--- src/rtl/fetch_pkg.sv ---
// Shared types and constants for the instruction-fetch stage.
package fetch_pkg;

    localparam int          INST_BYTES   = 4;
    localparam int          DEFAULT_XLEN = 32;
    localparam logic [31:0] NOP_INST     = 32'h0000_0013;

    typedef struct packed {
        logic [DEFAULT_XLEN-1:0] pc;
        logic [31:0]             inst;
    } fetch_entry_t;

    function automatic int cnt_width(input int depth);
        return $clog2(depth) + 1;
    endfunction

endpackage

--- src/rtl/fetch_fifo.sv ---
// Generic synchronous FIFO with clear and occupancy count; head is read combinationally.
module fetch_fifo
    import fetch_pkg::*;
#(
    parameter  int WIDTH = 32,
    parameter  int DEPTH = 4,
    localparam int CNT_W = cnt_width(DEPTH)
) (
    input  logic             clk,
    input  logic             rst,
    input  logic             clear,
    input  logic             push,
    input  logic [WIDTH-1:0] push_data,
    input  logic             pop,
    output logic [WIDTH-1:0] head_data,
    output logic [CNT_W-1:0] count
);

    localparam int PTR_W = (DEPTH > 1) ? $clog2(DEPTH) : 1;

    logic [WIDTH-1:0] mem [DEPTH];
    logic [PTR_W-1:0] rd_ptr;
    logic [PTR_W-1:0] wr_ptr;
    logic [CNT_W-1:0] count_q;

    // Explicit wrap so DEPTH need not be a power of two (in-flight FIFO).
    function automatic logic [PTR_W-1:0] next_ptr(input logic [PTR_W-1:0] p);
        return (p == PTR_W'(DEPTH - 1)) ? '0 : p + PTR_W'(1);
    endfunction

    always_ff @(posedge clk or posedge rst) begin
        if (rst) begin
            rd_ptr  <= '0;
            wr_ptr  <= '0;
            count_q <= '0;
            for (int i = 0; i < DEPTH; i++) mem[i] <= '0;
        end else if (clear) begin
            rd_ptr  <= '0;
            wr_ptr  <= '0;
            count_q <= '0;
        end else begin
            assert (!(push && !pop && count_q == CNT_W'(DEPTH)));
            assert (!(pop && count_q == '0));
            if (push) begin
                mem[wr_ptr] <= push_data;
                wr_ptr      <= next_ptr(wr_ptr);
            end
            if (pop) rd_ptr <= next_ptr(rd_ptr);
            count_q <= count_q + CNT_W'(push) - CNT_W'(pop);
        end
    end

    assign head_data = mem[rd_ptr];
    assign count     = count_q;

endmodule

--- src/rtl/fetch_queue.sv ---
// Instruction fetch with credit-based prefetch queue and redirect squash.
// Optional misaligned-redirect trap: define FETCH_MISALIGN_TRAP_EN.
module fetch_queue
    import fetch_pkg::*;
#(
    parameter int               XLEN            = 32,
    parameter int               DEPTH           = 4,
    parameter int               MAX_OUTSTANDING = 2,
    parameter logic [XLEN-1:0]  RESET_PC        = '0
) (
    input  logic            clk,
    input  logic            rst,
    input  logic            redirect_valid,
    input  logic [XLEN-1:0] redirect_pc,
    output logic            imem_req,
    output logic [XLEN-1:0] imem_addr,
    input  logic            imem_gnt,
    input  logic            imem_rvalid,
    input  logic [31:0]     imem_rdata,
    output logic            out_valid,
    output logic [31:0]     out_inst,
    output logic [XLEN-1:0] out_pc,
    input  logic            out_ready,
    output logic            flush
`ifdef FETCH_MISALIGN_TRAP_EN
    ,
    output logic            misalign_err
`endif
);

    localparam int CNT_W = cnt_width(DEPTH);
    localparam int OUT_W = cnt_width(MAX_OUTSTANDING);

    logic [XLEN-1:0]    pc_q;
    logic [CNT_W-1:0]   outstanding_q;
    logic [CNT_W-1:0]   discard_q;
    logic               flush_q;
    logic [CNT_W-1:0]   q_count;
    logic [CNT_W:0]     credit_sum;
    logic [XLEN+31:0]   q_head;
    logic [XLEN-1:0]    if_head;
    logic [OUT_W-1:0]   if_count;
    logic [XLEN-1:0]    redirect_target;
    logic               fetch_halt;
    logic               grant;
    logic               rsp;
    logic               accept;
    logic               drop;
    logic               q_pop;

    assign credit_sum = {1'b0, q_count} + {1'b0, outstanding_q};
    assign imem_req   = !rst && !redirect_valid && !fetch_halt
                        && (credit_sum < (CNT_W+1)'(DEPTH))
                        && (outstanding_q < CNT_W'(MAX_OUTSTANDING));
    assign imem_addr  = pc_q;
    assign grant      = imem_req && imem_gnt;
    // Responses with nothing outstanding are strays and are ignored entirely.
    assign rsp        = imem_rvalid && (outstanding_q != '0);
    assign accept     = rsp && (discard_q == '0) && !redirect_valid;
    assign drop       = rsp && (discard_q != '0);
    assign q_pop      = out_valid && out_ready && !redirect_valid;

`ifdef FETCH_MISALIGN_TRAP_EN
    logic misalign_q;

    assign redirect_target = redirect_pc;
    assign fetch_halt      = misalign_q;
    assign misalign_err    = misalign_q;

    always_ff @(posedge clk or posedge rst) begin
        if (rst)                 misalign_q <= 1'b0;
        else if (redirect_valid) misalign_q <= (redirect_pc[1:0] != 2'b00);
    end
`else
    assign redirect_target = redirect_pc & ~XLEN'(3);
    assign fetch_halt      = 1'b0;
`endif

    // Stale responses are counted out via discard_q; the in-flight PC FIFO
    // only ever holds PCs of requests granted since the last redirect.
    always_ff @(posedge clk or posedge rst) begin
        if (rst) begin
            pc_q          <= RESET_PC;
            outstanding_q <= '0;
            discard_q     <= '0;
            flush_q       <= 1'b0;
        end else begin
            assert (outstanding_q <= CNT_W'(MAX_OUTSTANDING));
            assert (discard_q <= outstanding_q);
            assert (discard_q != '0 || CNT_W'(if_count) == outstanding_q);
            flush_q <= redirect_valid;
            if (redirect_valid) begin
                pc_q          <= redirect_target;
                outstanding_q <= outstanding_q - CNT_W'(rsp);
                discard_q     <= outstanding_q - CNT_W'(rsp);
            end else begin
                if (grant) pc_q <= pc_q + XLEN'(INST_BYTES);
                outstanding_q <= outstanding_q + CNT_W'(grant) - CNT_W'(rsp);
                if (drop) discard_q <= discard_q - CNT_W'(1);
            end
        end
    end

    fetch_fifo #(.WIDTH(XLEN + 32), .DEPTH(DEPTH)) u_queue (
        .clk       (clk),
        .rst       (rst),
        .clear     (redirect_valid),
        .push      (accept),
        .push_data ({if_head, imem_rdata}),
        .pop       (q_pop),
        .head_data (q_head),
        .count     (q_count)
    );

    fetch_fifo #(.WIDTH(XLEN), .DEPTH(MAX_OUTSTANDING)) u_inflight (
        .clk       (clk),
        .rst       (rst),
        .clear     (redirect_valid),
        .push      (grant),
        .push_data (pc_q),
        .pop       (accept),
        .head_data (if_head),
        .count     (if_count)
    );

    assign out_valid         = (q_count != '0);
    assign {out_pc, out_inst} = q_head;
    assign flush             = flush_q;

endmodule
--- config.mk ---
export PLATFORM = sky130hd
export DESIGN_NAME = fetch_queue
export DESIGN_NICKNAME = d
export VERILOG_FILES = /design/src/rtl/fetch_pkg.sv /design/src/rtl/fetch_fifo.sv /design/src/rtl/fetch_queue.sv
export SDC_FILE = /design/constraint.sdc
export NUM_CORES = 1
export LEC_CHECK = 0
export BUFFER_PORTS_ARGS = -buffer_cell sky130_fd_sc_hd__buf_2
export CAP_MARGIN = 20
export CORE_MARGIN = 1.5
export CORE_UTILIZATION = 40
export DETAILED_ROUTE_END_ITERATION = 8
export PLACE_DENSITY_LB_ADDON = 0.05
export SETUP_SLACK_MARGIN = 0.5
export SLEW_MARGIN = 40
export SYNTH_ARGS = -nofsm -noshare
export SYNTH_HDL_FRONTEND = slang
export SYNTH_SLANG_ARGS = --single-unit
--- constraint.sdc ---
create_clock -name clk -period 14.4 [get_ports clk]
set_input_delay 1.44 -clock clk [delete_from_list [all_inputs] [get_ports clk]]
set_output_delay 1.44 -clock clk [all_outputs]
set_load 0.01 [all_outputs]
Word-level counts from Yosys, hierarchy flattened:

Index checks and enable logic that the tools add are counted.

* add/sub/neg operators: 12
* magnitude comparators: 8
* equal/unequal tests: 2
* mux-type cells: 30
* bitwise operators: 5
* reduce and logical (&&, ||, !) cells: 24

Operators with widths (number)
* 256-bit bitwise mux: 1
* 32-bit two-way mux: 6
* 64-bit two-way mux: 3
* 64-bit binary-select mux with 2-bit select: 1
* 64-bit demux with 2-bit select: 1
* 64-bit bitwise mux: 1
* 32-bit by 3-bit adder with 32-bit output, second input constant: 1
* 32-bit demux with 1-bit select: 1
* 1-bit logical AND: 12
* 2-bit two-way mux: 6
* 3-bit two-way mux: 4
* 3-bit nonzero test: 3
* 3-bit by 1-bit subtractor with 3-bit output: 3
* 2-bit nonzero test: 4
* 3-bit by 1-bit adder with 3-bit output: 2
* 3-bit greater-or-equal comparator, second input constant: 2
* 1-bit two-way mux: 6
* 2-bit NOT with 3-bit output: 2
* 2-bit by 1-bit adder with 2-bit output, second input constant: 2
* 3-bit by 3-bit adder with 4-bit output: 1
* 2-bit equality test, second input constant: 2
* 2-bit greater-or-equal comparator, second input constant: 2
* 4-bit by 3-bit less-than comparator with 1-bit output, second input constant: 1
* 1-bit NOT with 2-bit output: 2
* 9 further kinds: 12

* register bits: 368
* input bits: 70
* output and inout bits: 99
* logic and storage cells: 96

Logic depth before layout (Yosys ltp):

* word-level depth: 8
* gate-level depth with buffers: 12
* mapped depth without buffers: 11

Hierarchy:

Synthesis repeated with hierarchy kept, for this count alone.

* cells, all modules: 1110
* area total of the unflattened synthesis: 17775.8 sq um

Modules (own cells, without submodules)
* fetch_fifo (u_queue): times used 1, cells an instance 658, area an instance 12413.2 sq um, seq. area each 6581.3 sq um
* fetch_fifo (u_inflight): times used 1, cells an instance 188, area an instance 3002.9 sq um, seq. area each 1701.6 sq um
* fetch_queue: times used 1, cells an instance 264, area an instance 2359.8 sq um, seq. area each 925.9 sq um

Worst setup path after synthesis:

No wires, ideal clock.

* path kind: input -> register
* from: input port redirect_valid
* to: register outstanding_q[2]
* setup time: 0.083 ns
* arrival: 3.470 ns
* data required time: 14.317 ns
* path slack: 10.847 ns
* stages on the path: 11
* path buffers: 2
* path through: buf_2 nor4b_2 and4_1 inv_2 buf_1 ha_1 inv_1 ha_1 fa_1 xor2_1 o21ai_0

* word-level cells in the longest chain between the ends: 8

RTL lines
* start: declaration: line fetch_queue.sv:13 `input logic redirect_valid,`
* 1-bit zero test: line fetch_queue.sv:52 `assign imem_req = !rst && !redirect_valid && !fetch_halt`
* 1-bit logical AND: line fetch_queue.sv:52
* 1-bit logical AND: line fetch_queue.sv:53 `&& (credit_sum < (CNT_W+1)'(DEPTH))`
* 1-bit logical AND: line fetch_queue.sv:54 `&& (outstanding_q < CNT_W'(MAX_OUTSTANDING));`
* 1-bit logical AND: line fetch_queue.sv:56 `assign grant = imem_req && imem_gnt;`
* 3-bit by 1-bit adder with 3-bit output: line fetch_queue.sv:98 `outstanding_q <= outstanding_q + CNT_W'(grant) - CNT_W'(rsp);`
* 3-bit by 1-bit subtractor with 3-bit output: line fetch_queue.sv:98
* 3-bit two-way mux *: line fetch_queue.sv:92 `if (redirect_valid) begin`
* end signal: assignment: line fetch_queue.sv:94 `outstanding_q <= outstanding_q - CNT_W'(rsp);`
* end signal: assignment: line fetch_queue.sv:98
* end: declaration: line fetch_queue.sv:35 `logic [CNT_W-1:0] outstanding_q;`

Every way passes the cells marked *; elsewhere a longest branch is shown, timed or not.
A chain may end at the register's enable or synchronous reset.

Final worst setup path:

* from: register u_queue.rd_ptr[0]
* to: output port out_pc[16]

* word-level cells in the longest chain between the ends: 4

RTL lines
* start: declaration: line fetch_fifo.sv:22 `logic [PTR_W-1:0] rd_ptr;`
* start signal: assignment: line fetch_fifo.sv:48 `if (pop) rd_ptr <= next_ptr(rd_ptr);`
* 2-bit NOT with 3-bit output (not written as such): line fetch_fifo.sv:53 `assign head_data = mem[rd_ptr];`
* 64-bit binary-select mux with 2-bit select: line fetch_fifo.sv:53
* 64-bit two-way mux (not written as such) (2 in a row): line fetch_fifo.sv:53
* end: declaration: line fetch_queue.sv:22 `output logic [XLEN-1:0] out_pc,`

Every way passes these cells. The select of a mux whose other input is x is not followed.

==> impl_metrics.toml <==
[placement]
gp_congestion = 0.747
dpl.hpwl_um = 22500
port_buffers = 162

[floorplanning]
dieArea_um2 = 41600
io_pins = 169
die_w_um = 204
core-area_um2 = 39700
start_util = 0.406
die_h_um = 204
rows = 73

[power_and_ir_drop]
power_frac_seq = 0.412
power.density_nw_per_um2 = 174
p_leak_uw = 0.00902
ir_drop_mv = 0.0830
p_int_uw = 2330
clkPwrFrac = 0.330
power.switching_uw = 946
switching_share = 0.288
p_comb_frac = 0.258

[sta]
fmax_mhz = 232
hold_viol_final = 0
worst_pin_slew_ns = 0.792
finClkSkew_ns = 0.00974
finalSetupTns_ns = 0
hold_ws_ns = 0.471
setup_viol = 0
slew_headroom = 0.472
min_period_ns = 4.30
slew_violations = 0
period_share = 0.299
rsz0062_at_grt = "no"

[global_routing]
overflow = 0
grt_max_degree = 113
track_usage = 0.186
grt_pass1_vias = 10100
antenna_found_initial = 0
grt_pass1_wl_um = 59400

[setup_path]
cpLargestDelayFamily = "flip-flops"
crit_type = "reg2out"
crit_path_end_kind = "output pin"
crit_fanout = 32
start_kind = "register"
rrSetupSlack_ns = 11.20
cp_slowest_cell = "dfrtp_4"
cp.required_ns = 12.96
crit_buf_inv = 3
timing.rr.end = "u_inflight.mem[56]"
slowest_delay_ns = 0.86
path_cells = "buf_4 -> buf_12 -> mux4_2 -> buf_2"
crit_arrival_ns = 2.86
rr_startpoint = "outstanding_q[1]"
worstRegToRegCells = 9

[routing]
drcViolationCount = 0
routed_wl_um = 37100
drtIter0Drc = 348
m1WireLength_um = 17900
num_vias = 9424
drtAntennaViolNets = 0
wl_per_cell_um = 20.6
wl_met2_um = 17000
avgViaCountPerCell = 5.24
drt_pass1_iterations = 4
top_layer = "met4"
met3_length_um = 1620

[layout]
syn2layout_area_growth_pct = 16.7
finalNetCount = 1332
drive_gt1_frac = 0.521
n_antenna_cell = 0

[yosys]
synth_most_common_cell = "dfrtp_1"
ys_warn_count = 0
ys_async_sr_fraction = 1.00
synth_top_area_cell = "dfrtp_1"
avgSynthCellArea_um2 = 14.8
synth.area.top_cells = "dfrtp_1, mux2_2, mux4_2"
synth_common_cells = "dfrtp_1, mux2_2, mux4_2"
synth_edf_count = 0
synth_cell_types = 54
synth_ff_type = "dfrtp_1"
syn_area_um2 = 16100
yosysTopAreaCellShare = 0.549
yosysSeqAreaShare = 0.549
synth_seq_cells = 354
synth_cells = 1089

[clock_network]
cts_sinks = 354
cts_made_buffers = 42
cts.path.max_buffers = 3
clock_latency_ns = 0.55
htree_levels = 2
cts_hold_buf = 0
clockRootBuffer = "clkbuf_16"
cts_tree = "done"
cts_resized = 0
cts_setup_buffers = 0
path_clk_slew_ns = 0.06

[hold_path]
whs_path_depth = 2
hold_path_class = "reg2reg"
hold_path_startpoint = "u_inflight.mem[24]"
hold_path_end = "u_inflight.mem[24]"

[job]
drv_cap = 0

[outcome]
outcome = "complete, no violations"
[how the worst max path moves through the flow]
stage                       from                  to  slack, ns  cells past startpoint
6_report       u_queue.rd_ptr[0]          out_pc[16]      10.10                      4
2_1_floorplan                rst        discard_q[0]       3.14                      1
4_1_cts        u_queue.rd_ptr[0]          out_pc[16]       9.82                      3
3_5_place_dp                 rst  u_inflight.mem[56]      10.19                      8
3_3_place_gp      redirect_valid     u_queue.mem[49]      10.01                      7
5_1_grt        u_queue.rd_ptr[0]          out_pc[16]       9.88                      4
[state kept, by name (all words and copies together) (netlist names)]
signal             flops
u_queue.rd_ptr         2
u_inflight.wr_ptr      1
outstanding_q          3
discard_q              3
imem_addr             30
u_inflight.rd_ptr      1
u_inflight.mem        60
flush                  1
u_queue.count          3
u_queue.wr_ptr         2
u_queue.mem          248
[cell type report]
cell class                 count  area [um2]
inverter                      23        98.8
multi-input combinational    643        6800
clock buffer                  65        1290
clock inverter                11         138
fill                        3615       20900
tap                          525         657
sequential                   354        8860
timing repair buffer         179         990
[per-stage QoR]
stage | std cells | instance area [um2] | total power, uW | util | worst slack, ns
final | 1800 | 18800 | 3280 | 0.474 | 10.10
after global routing | 1800 | 18800 | 3470 | 0.474 | 9.88
after CTS | 1799 | 18800 | 3330 | 0.473 | 9.82
after detailed placement | 1723 | 17400 | 2230 | 0.437 | 10.19
after global placement | 1722 | 17300 | 2220 | 0.436 | 10.01
after floorplan | 1092 | 16100 | 1940 | - | 3.14
[metal layers]
metal,vias to the layer above,track usage
met2,185,0.293
met4,0,0.0431
met3,43,0.0370
met5,-,0
met1,4904,0.264
li1,4292,-
[worst min-delay path: stages, from the launching register on]
cell	delay (ns)
dfrtp_1	0.33
nand2_1	0.04
o21ai_0	0.06
[cells in the final DEF (no fill, tap or decap), types with 4 or more instances in the layout]
cell type and count:
buf_4 8, buf_2 162, xnor2_1 9, xor2_1 14
nor2_1 18, nor4_1 4, clkbuf_8 13, mux4_2 62
nand3_1 16, clkbuf_1 9, inv_1 21, dfrtp_1 352
nand4_1 14, nor3_1 6, ha_1 17, conb_1 4
and2_1 5, mux2_2 336, a21oi_1 5, buf_6 7
nand2_1 45, o21ai_0 33, clkinv_2 6, and3_1 4
clkbuf_16 43
[cells by family after synthesis]
group                    share of synthesized area
XOR/XNOR                                    0.0125
multiplexers                                 0.322
buffers and inverters                       0.0323
AND/OR/NAND/NOR                             0.0457
adder cells (fa/ha/maj)                     0.0157
flip-flops                                   0.549
AO/OA/AOI/OAI                               0.0226
other                                     0.000232
[power groups by stage]
| stage | clock, uW | combinational [uW] | sequential (uW) |
|---|---|---|---|
| after floorplan | 0 | 629 | 1310 |
| after global placement | 0 | 849 | 1370 |
| after detailed placement | 0 | 855 | 1370 |
| after CTS | 1120 | 858 | 1360 |
| after global routing | 1160 | 930 | 1390 |
| final | 1080 | 846 | 1350 |
Power figures use the tool's default switching activity.
